$ cat config.mk
export PLATFORM = sky130hd
export DESIGN_NAME = hazard_ctrl_unit
export DESIGN_NICKNAME = d
export VERILOG_FILES = /design/src/rtl/hazard_ctrl_unit.sv
export SDC_FILE = /design/constraint.sdc
export NUM_CORES = 1
export LEC_CHECK = 0
export ABC_CLOCK_PERIOD_IN_PS = 2600
export CORE_AREA = 2 2 46 48
export DETAILED_ROUTE_END_ITERATION = 8
export DIE_AREA = 0 0 48 50
export PLACE_DENSITY_LB_ADDON = 0.08
export SETUP_SLACK_MARGIN = 0.15
export SLEW_MARGIN = 40
export SYNTH_ARGS = -nofsm -noshare
export SYNTH_HDL_FRONTEND = slang
export SYNTH_SLANG_ARGS = --single-unit
$ cat constraint.sdc
create_clock -name clk -period 2.6 [get_ports clk]
set_input_delay 0.52 -clock clk [delete_from_list [all_inputs] [get_ports clk]]
set_output_delay 0.52 -clock clk [all_outputs]
set_load 0.005 [all_outputs]
$ cat src/rtl/hazard_ctrl_unit.sv
// Hazard/stall controller: load-use stalls, memory freeze, taken-branch flush.
// Optional perf counters are built only when HU_PERF_CNT_EN is defined.
module hazard_ctrl_unit #(
    parameter int REG_AW   = 2,
    parameter int LOAD_LAT = 1,
    parameter int CNT_W    = 16
) (
    input  logic              clk,
    input  logic              rst_n,
    input  logic [REG_AW-1:0] if_id_ra,
    input  logic [REG_AW-1:0] if_id_rb,
    input  logic              if_id_ra_used,
    input  logic              if_id_rb_used,
    input  logic [REG_AW-1:0] id_ex_rd,
    input  logic              id_ex_mem_read,
    input  logic              bt,
    input  logic              mem_busy,
    output logic              pc_en,
    output logic              if_id_en,
    output logic              id_ex_en,
    output logic              ex_mem_en,
    output logic              if_id_flush,
    output logic              id_ex_flush,
    output logic [CNT_W-1:0]  stall_cnt,
    output logic [CNT_W-1:0]  flush_cnt
);

    localparam int CW = $clog2(LOAD_LAT + 1);
    localparam logic [CW-1:0] LL_M1 = CW'(LOAD_LAT - 1);
    localparam logic [CW-1:0] ONE   = CW'(1);

    typedef enum logic [1:0] {RUN, LU_STALL, MEM_WAIT} state_e;

    state_e        state_q, state_d;
    state_e        ret_q, ret_d;
    state_e        eff;
    logic [CW-1:0] lu_cnt_q, lu_cnt_d;
    logic          hz;

    assign hz = id_ex_mem_read &
                ((if_id_ra_used & (if_id_ra == id_ex_rd)) |
                 (if_id_rb_used & (if_id_rb == id_ex_rd)));

    always_ff @(posedge clk or negedge rst_n) begin
        if (!rst_n) begin
            state_q  <= RUN;
            ret_q    <= RUN;
            lu_cnt_q <= '0;
        end else begin
            state_q  <= state_d;
            ret_q    <= ret_d;
            lu_cnt_q <= lu_cnt_d;
        end
    end

    always_comb begin
        pc_en       = 1'b1;
        if_id_en    = 1'b1;
        id_ex_en    = 1'b1;
        ex_mem_en   = 1'b1;
        if_id_flush = 1'b0;
        id_ex_flush = 1'b0;
        state_d     = state_q;
        ret_d       = ret_q;
        lu_cnt_d    = lu_cnt_q;
        // The first non-busy cycle after a freeze behaves as the saved state.
        eff = (state_q == MEM_WAIT) ? ret_q : state_q;
        if (!rst_n) begin
            pc_en     = 1'b0;
            if_id_en  = 1'b0;
            id_ex_en  = 1'b0;
            ex_mem_en = 1'b0;
        end else if (mem_busy) begin
            pc_en     = 1'b0;
            if_id_en  = 1'b0;
            id_ex_en  = 1'b0;
            ex_mem_en = 1'b0;
            state_d   = MEM_WAIT;
            ret_d     = eff;
        end else if (bt) begin
            if_id_flush = 1'b1;
            id_ex_flush = 1'b1;
            lu_cnt_d    = '0;
            state_d     = RUN;
        end else begin
            state_d = eff;
            unique case (eff)
                RUN: begin
                    if (hz) begin
                        pc_en       = 1'b0;
                        if_id_en    = 1'b0;
                        id_ex_flush = 1'b1;
                        if (LOAD_LAT > 1) begin
                            lu_cnt_d = LL_M1;
                            state_d  = LU_STALL;
                        end
                    end
                end
                LU_STALL: begin
                    pc_en       = 1'b0;
                    if_id_en    = 1'b0;
                    id_ex_flush = 1'b1;
                    lu_cnt_d    = lu_cnt_q - ONE;
                    if (lu_cnt_q == ONE) state_d = RUN;
                end
                default: state_d = RUN;
            endcase
        end
    end

`ifdef HU_PERF_CNT_EN
    logic [CNT_W-1:0] stall_cnt_q, stall_cnt_d;
    logic [CNT_W-1:0] flush_cnt_q, flush_cnt_d;

    always_comb begin
        stall_cnt_d = stall_cnt_q;
        flush_cnt_d = flush_cnt_q;
        if (!pc_en && (stall_cnt_q != '1)) stall_cnt_d = stall_cnt_q + 1'b1;
        if (bt && !mem_busy && (flush_cnt_q != '1))
            flush_cnt_d = flush_cnt_q + 1'b1;
    end

    always_ff @(posedge clk or negedge rst_n) begin
        if (!rst_n) begin
            stall_cnt_q <= '0;
            flush_cnt_q <= '0;
        end else begin
            stall_cnt_q <= stall_cnt_d;
            flush_cnt_q <= flush_cnt_d;
        end
    end

    assign stall_cnt = stall_cnt_q;
    assign flush_cnt = flush_cnt_q;
`else
    assign stall_cnt = '0;
    assign flush_cnt = '0;
`endif

endmodule

# After elaboration in Yosys (flattened, before gate mapping)

Cells that the tools add are included.

Shift operators: 0
Reductions and logical operators: 4
Add/sub/neg operators: 1
$mul: 0
$lt $le $gt $ge: 0
Bitwise operators: 5
Eq/ne operators: 4
Divide/modulo/power cells: 0
Multiplexer cells: 22

Operators by type and width:

| operator                                            | count |
|---|---|
| two-way mux 1 bit                                   | 15 |
| two-way mux 2 bit                                   | 4 |
| equality test 2 bit                                 | 2 |
| one-hot mux 1 bit (2 select lines)                  | 2 |
| one-hot mux 2 bit (2 select lines)                  | 1 |
| AND 1 bit                                           | 3 |
| AND reduction 3 bit                                 | 1 |
| equality test 2 x 1 -> 1 bit, second input constant | 1 |
| equality test 2 bit, second input constant          | 1 |
| logical NOT 2 bit                                   | 1 |
| AND reduction 2 bit                                 | 1 |
| nonzero test 2 bit                                  | 1 |
| NOT 1 bit                                           | 1 |
| bitwise OR 1 bit                                    | 1 |
| subtractor 1 bit, second input constant             | 1 |

Memory bits (writable): 0
Memories: 0
Bits of input ports: 13
Memory bits (read-only): 0
Word-level logic and storage cells: 39
Latch bits: 0
Bits in registers: 5

# Longest topological paths before layout

Depth in word-level cells: 9
Gate-level depth with buffers: 5
Depth with buffers taken out: 4

# Least setup slack after synthesis

No wires, ideal clock.

Kind: input-to-output
Start point: in id_ex_rd[0]
End point: out pc_en
Stages: 5
Path slack: 0.881 ns
Buffers on the path: 1
Arrival time: 1.199 ns
Path through: xnor2_1 > nand3_1 > a211oi_1 > nor2_1 > buf_4

Longest elaborated chain between the ends: 9
Elaborated cells on any way between the ends: 11

Ends and longest elaborated chain:

| what                                          | RTL line | RTL |
|---|---|---|
| start, declared                               | 14       | `input logic [REG_AW-1:0] id_ex_rd,` |
| equality test 2 bit, on equally long branches | 41, 42   |  |
| AND 1 bit, on equally long branches           | 41, 42   |  |
| bitwise OR 1 bit (*)                          | 41       | `((if_id_ra_used & (if_id_ra == id_ex_rd)) \|` |
| AND 1 bit (*)                                 | 40       | `assign hz = id_ex_mem_read &` |
| two-way mux 1 bit (*)                         | --       |  |
| one-hot mux 1 bit (2 select lines) (*)        | --       |  |
| two-way mux 1 bit (*) (3 in a row)            | --       |  |
| end, declared                                 | 18       | `output logic pc_en,` |

Mark *: on every way between the ends. The rest lies on a longest branch, timed or not.

# Worst setup path after layout

Start point: in mem_busy
End point: out if_id_flush

Longest elaborated chain between the ends: 2

Ends and longest elaborated chain:

| what              | RTL line | RTL |
|---|---|---|
| start, declared   | 17       | `input logic mem_busy,` |
| two-way mux 1 bit | 73       | `end else if (mem_busy) begin` |
| two-way mux 1 bit | 68       | `if (!rst_n) begin` |
| end, declared     | 22       | `output logic if_id_flush,` |

Every way passes these cells.

==> metrics.txt <==
status=completed; Clk Latency, worst-skew pair=240 ps; IO Count=between 50 and 60; worst path buffer plus inverter count=3; Critical Path Max Stage Delay=490 ps; Die ar.=2400 sq um; static leakage=about 0.38 nW; number of clock sinks=5; Distinct cells, synth=19; Core ar.=1902 sq um; crit-path cells=clkdlybuf4s50_1, nand2b_1, inv_2, and2_1, clkdlybuf4s50_1; clock slew at reported path FFs=50 ps; most frequent cells after synthesis=buf_4 (34), dfrtp_1 (5); RSZ-0062 raised after global routing=false; Hold Fails Final Rpt=0; Area Growth Syn to Fin=21.67%; Post-DP HPWL=815.3 microns; Synth Area in Simple Gates=11.37%; most used flip-flop cell after synthesis=dfrtp_1; power density over the cells=343.3 nW/um^2; Post-Synth XOR/XNOR Area=6.009%; DRC=0; initial antenna violation count=0; largest family of logic cells by synthesized area=buffers and inverters; register area share after synthesis=21.46%; top achievable clock speed=between 400 and 500 MHz; Gate power share=a little over a quarter; max_cap viols=0; Via density=3.504; first-pass GRT wire length=1490 microns; post-CTS setup buffer count=0; Final ANT Viol Nets=0; Compound-Gate Fraction of Synth Area=12.45%; crit path kind=input port to output port; register bit total from synthesis=5; Reg power frac=35.5%; Yosys top cell area share=43.78%; htree depth=1; Clock Root Buffer=clkbuf_4; VDD IR max=0.2696 mV; mux cell area share after synthesis=1.717%; asr flop ratio synth=100.0%; CTS hold repair buffers=0; Setup TNS=0 ps; gpl congestion=0.6741; width of the chip=48 microns; worst-path fanout max=4; Pre-antenna DRT Iters=4; Int Pwr=0.1748 mW; nets=110; clock tree buffer depth=2; port bufs=18; synthesized cell area=583.1 sq um; ANT cells=0; WP data arrival=1840 ps; Synth Warn #=0; Worst path top cell family by delay=buffers and inverters; vias in the first global route=361; Total GRT Usage=8.805%; CTS tree=built; required time of the critical path=2080 ps; most frequent CP cell=clkdlybuf4s50_1; Hold WC Path Type=register to register; post-layout util=37.30%; post-synthesis cell count=74; row count=16; final instance area=709.4 sq um; Routed Wire Length=929 microns; CP max-delay cell=clkdlybuf4s50_1; cts bufs inserted=3; Tmin final=2357 ps; Slew Viols, Final=0; final setup vio count=0; Clk pwr share=37.4%; Die Ht=approximately 50 microns; average wire per standard cell=7.553 microns; Yosys top cell by area=buf_4; Synth Area per Inst=7.879 sq um; Congestion Overflow GR=0; Synth area leaders=buf_4 (44%), dfrtp_1 (21%), xnor2_1 (6.0%), o21ai_0 (3.4%), nand3_1 (2.6%); Total Power=0.2435 mW; most common cell in the netlist=buf_4; pin count of the biggest net entering global routing=10; Setup Skew=4.657 ps; fraction of layout cells with a size suffix above 1=9.375%; crit start category=input port; sw frac=28.23%; DR vias=about 430; Initial Util=30.66%; DRT iter0 DRCs=5; crit share post-route=90.64%; Post-DP Area=around 680 sq um; CP Capture Type=output port; Fillers=roughly 210; post-synthesis adder-cell area fraction=0%; P_sw=0.06874 mW; number of flops mapped to enable cells by yosys=0
## placed cells by master (no fill, tap or decap)
master	n
a211oi_2	1
a21oi_1	2
a31oi_2	1
and2_1	1
buf_4	3
clkbuf_1	1
clkbuf_4	3
clkdlybuf4s50_1	13
conb_1	32
dfrtp_1	5
dlygate4sd2_1	4
dlymetal6s2s_1	1
inv_1	3
inv_2	1
mux2i_1	1
nand2_1	3
nand2b_1	2
nand3_1	3
nor2_1	4
nor2b_1	1
o21ai_0	4
o21ai_1	1
o31a_1	1
o41ai_1	1
xnor2_1	4
## what timing repair did
| item | CTS | global route |
|---|---|---|
| setup endpoints to repair | 3 | 3 |
| cloned | 0 | 0 |
| pin swaps | 3 | 0 |
| gates resized for setup | 5 | 2 |
## power by group through the flow
stage               clock network (mW)  registers, mW  logic (mW)
finish                          0.0910         0.0866      0.0660
global route                     0.100         0.0875      0.0772
CTS                             0.0972         0.0866      0.0660
floorplan                            0         0.0869      0.0663
global placement                     0         0.0876      0.0669
detailed placement                   0         0.0878      0.0673
## layer usage
metal	share of wire [%]	global-route usage (%)
met4	0	2.703
met2	50	12.44
met1	40	10.86
met5	0	0
met3	9.7	5.495
## metrics by stage
step	setup slack [ps]	hold WS (ps)	instances
after floorplan	881.5	224.4	105
after global placement	17.21	503.4	119
after detailed placement	-3.008	503.0	119
after CTS	67.22	518.0	123
after global routing	161.5	541.6	123
final	243.5	508.9	123
## sequential cells by signal (all words and copies together), names as in the netlist
signal	count
state_q	2
ret_q	2
lu_cnt_q	1
## final cells by class
cell class / count / area, sq um / area share, %
Multi-Input combinational cell: 62 / 309.0 / 43.56
Timing Repair Buffer: 21 / 200.2 / 28.22
Sequential cell: 5 / 125.1 / 17.64
Tap cell: 27 / 33.78 / 4.762
Clock buffer: 4 / 26.28 / 3.704
Inverter: 4 / 15.01 / 2.116
## kinds of logic (layout without fill, tap and decap cells)
logic type      after synthesis  count (layout)
buf+inv                      38              29
simple gates                 14              14
compound gates               11              11
flops                         5               5
xor+xnor                      4               4
other cells                   1              32
mux                           1               1
## worst paths after layout
| kind | cells after the start | endpoint | from | slack, ps |
|---|---|---|---|---|
| worst max-delay path | 5 | if_id_flush | mem_busy | 240 |
| worst min-delay path | 1 | state_q[0] | lu_cnt_q | 510 |
| worst max register to register | 4 | lu_cnt_q | state_q[0] | 1390 |
| worst min register to register | 1 | state_q[0] | lu_cnt_q | 510 |
| max in group asynchronous | 2 | ret_q[0] | rst_n | 1890 |
| min in group asynchronous | 2 | state_q[0] | rst_n | 590 |
## worst reg2reg max path, stage by stage, from the launching register on
cell	delay, ps
dfrtp_1	400
nor2b_1	150
a31oi_2	250
mux2i_1	220
o21ai_1	70
Power figures use the tool's default switching activity.
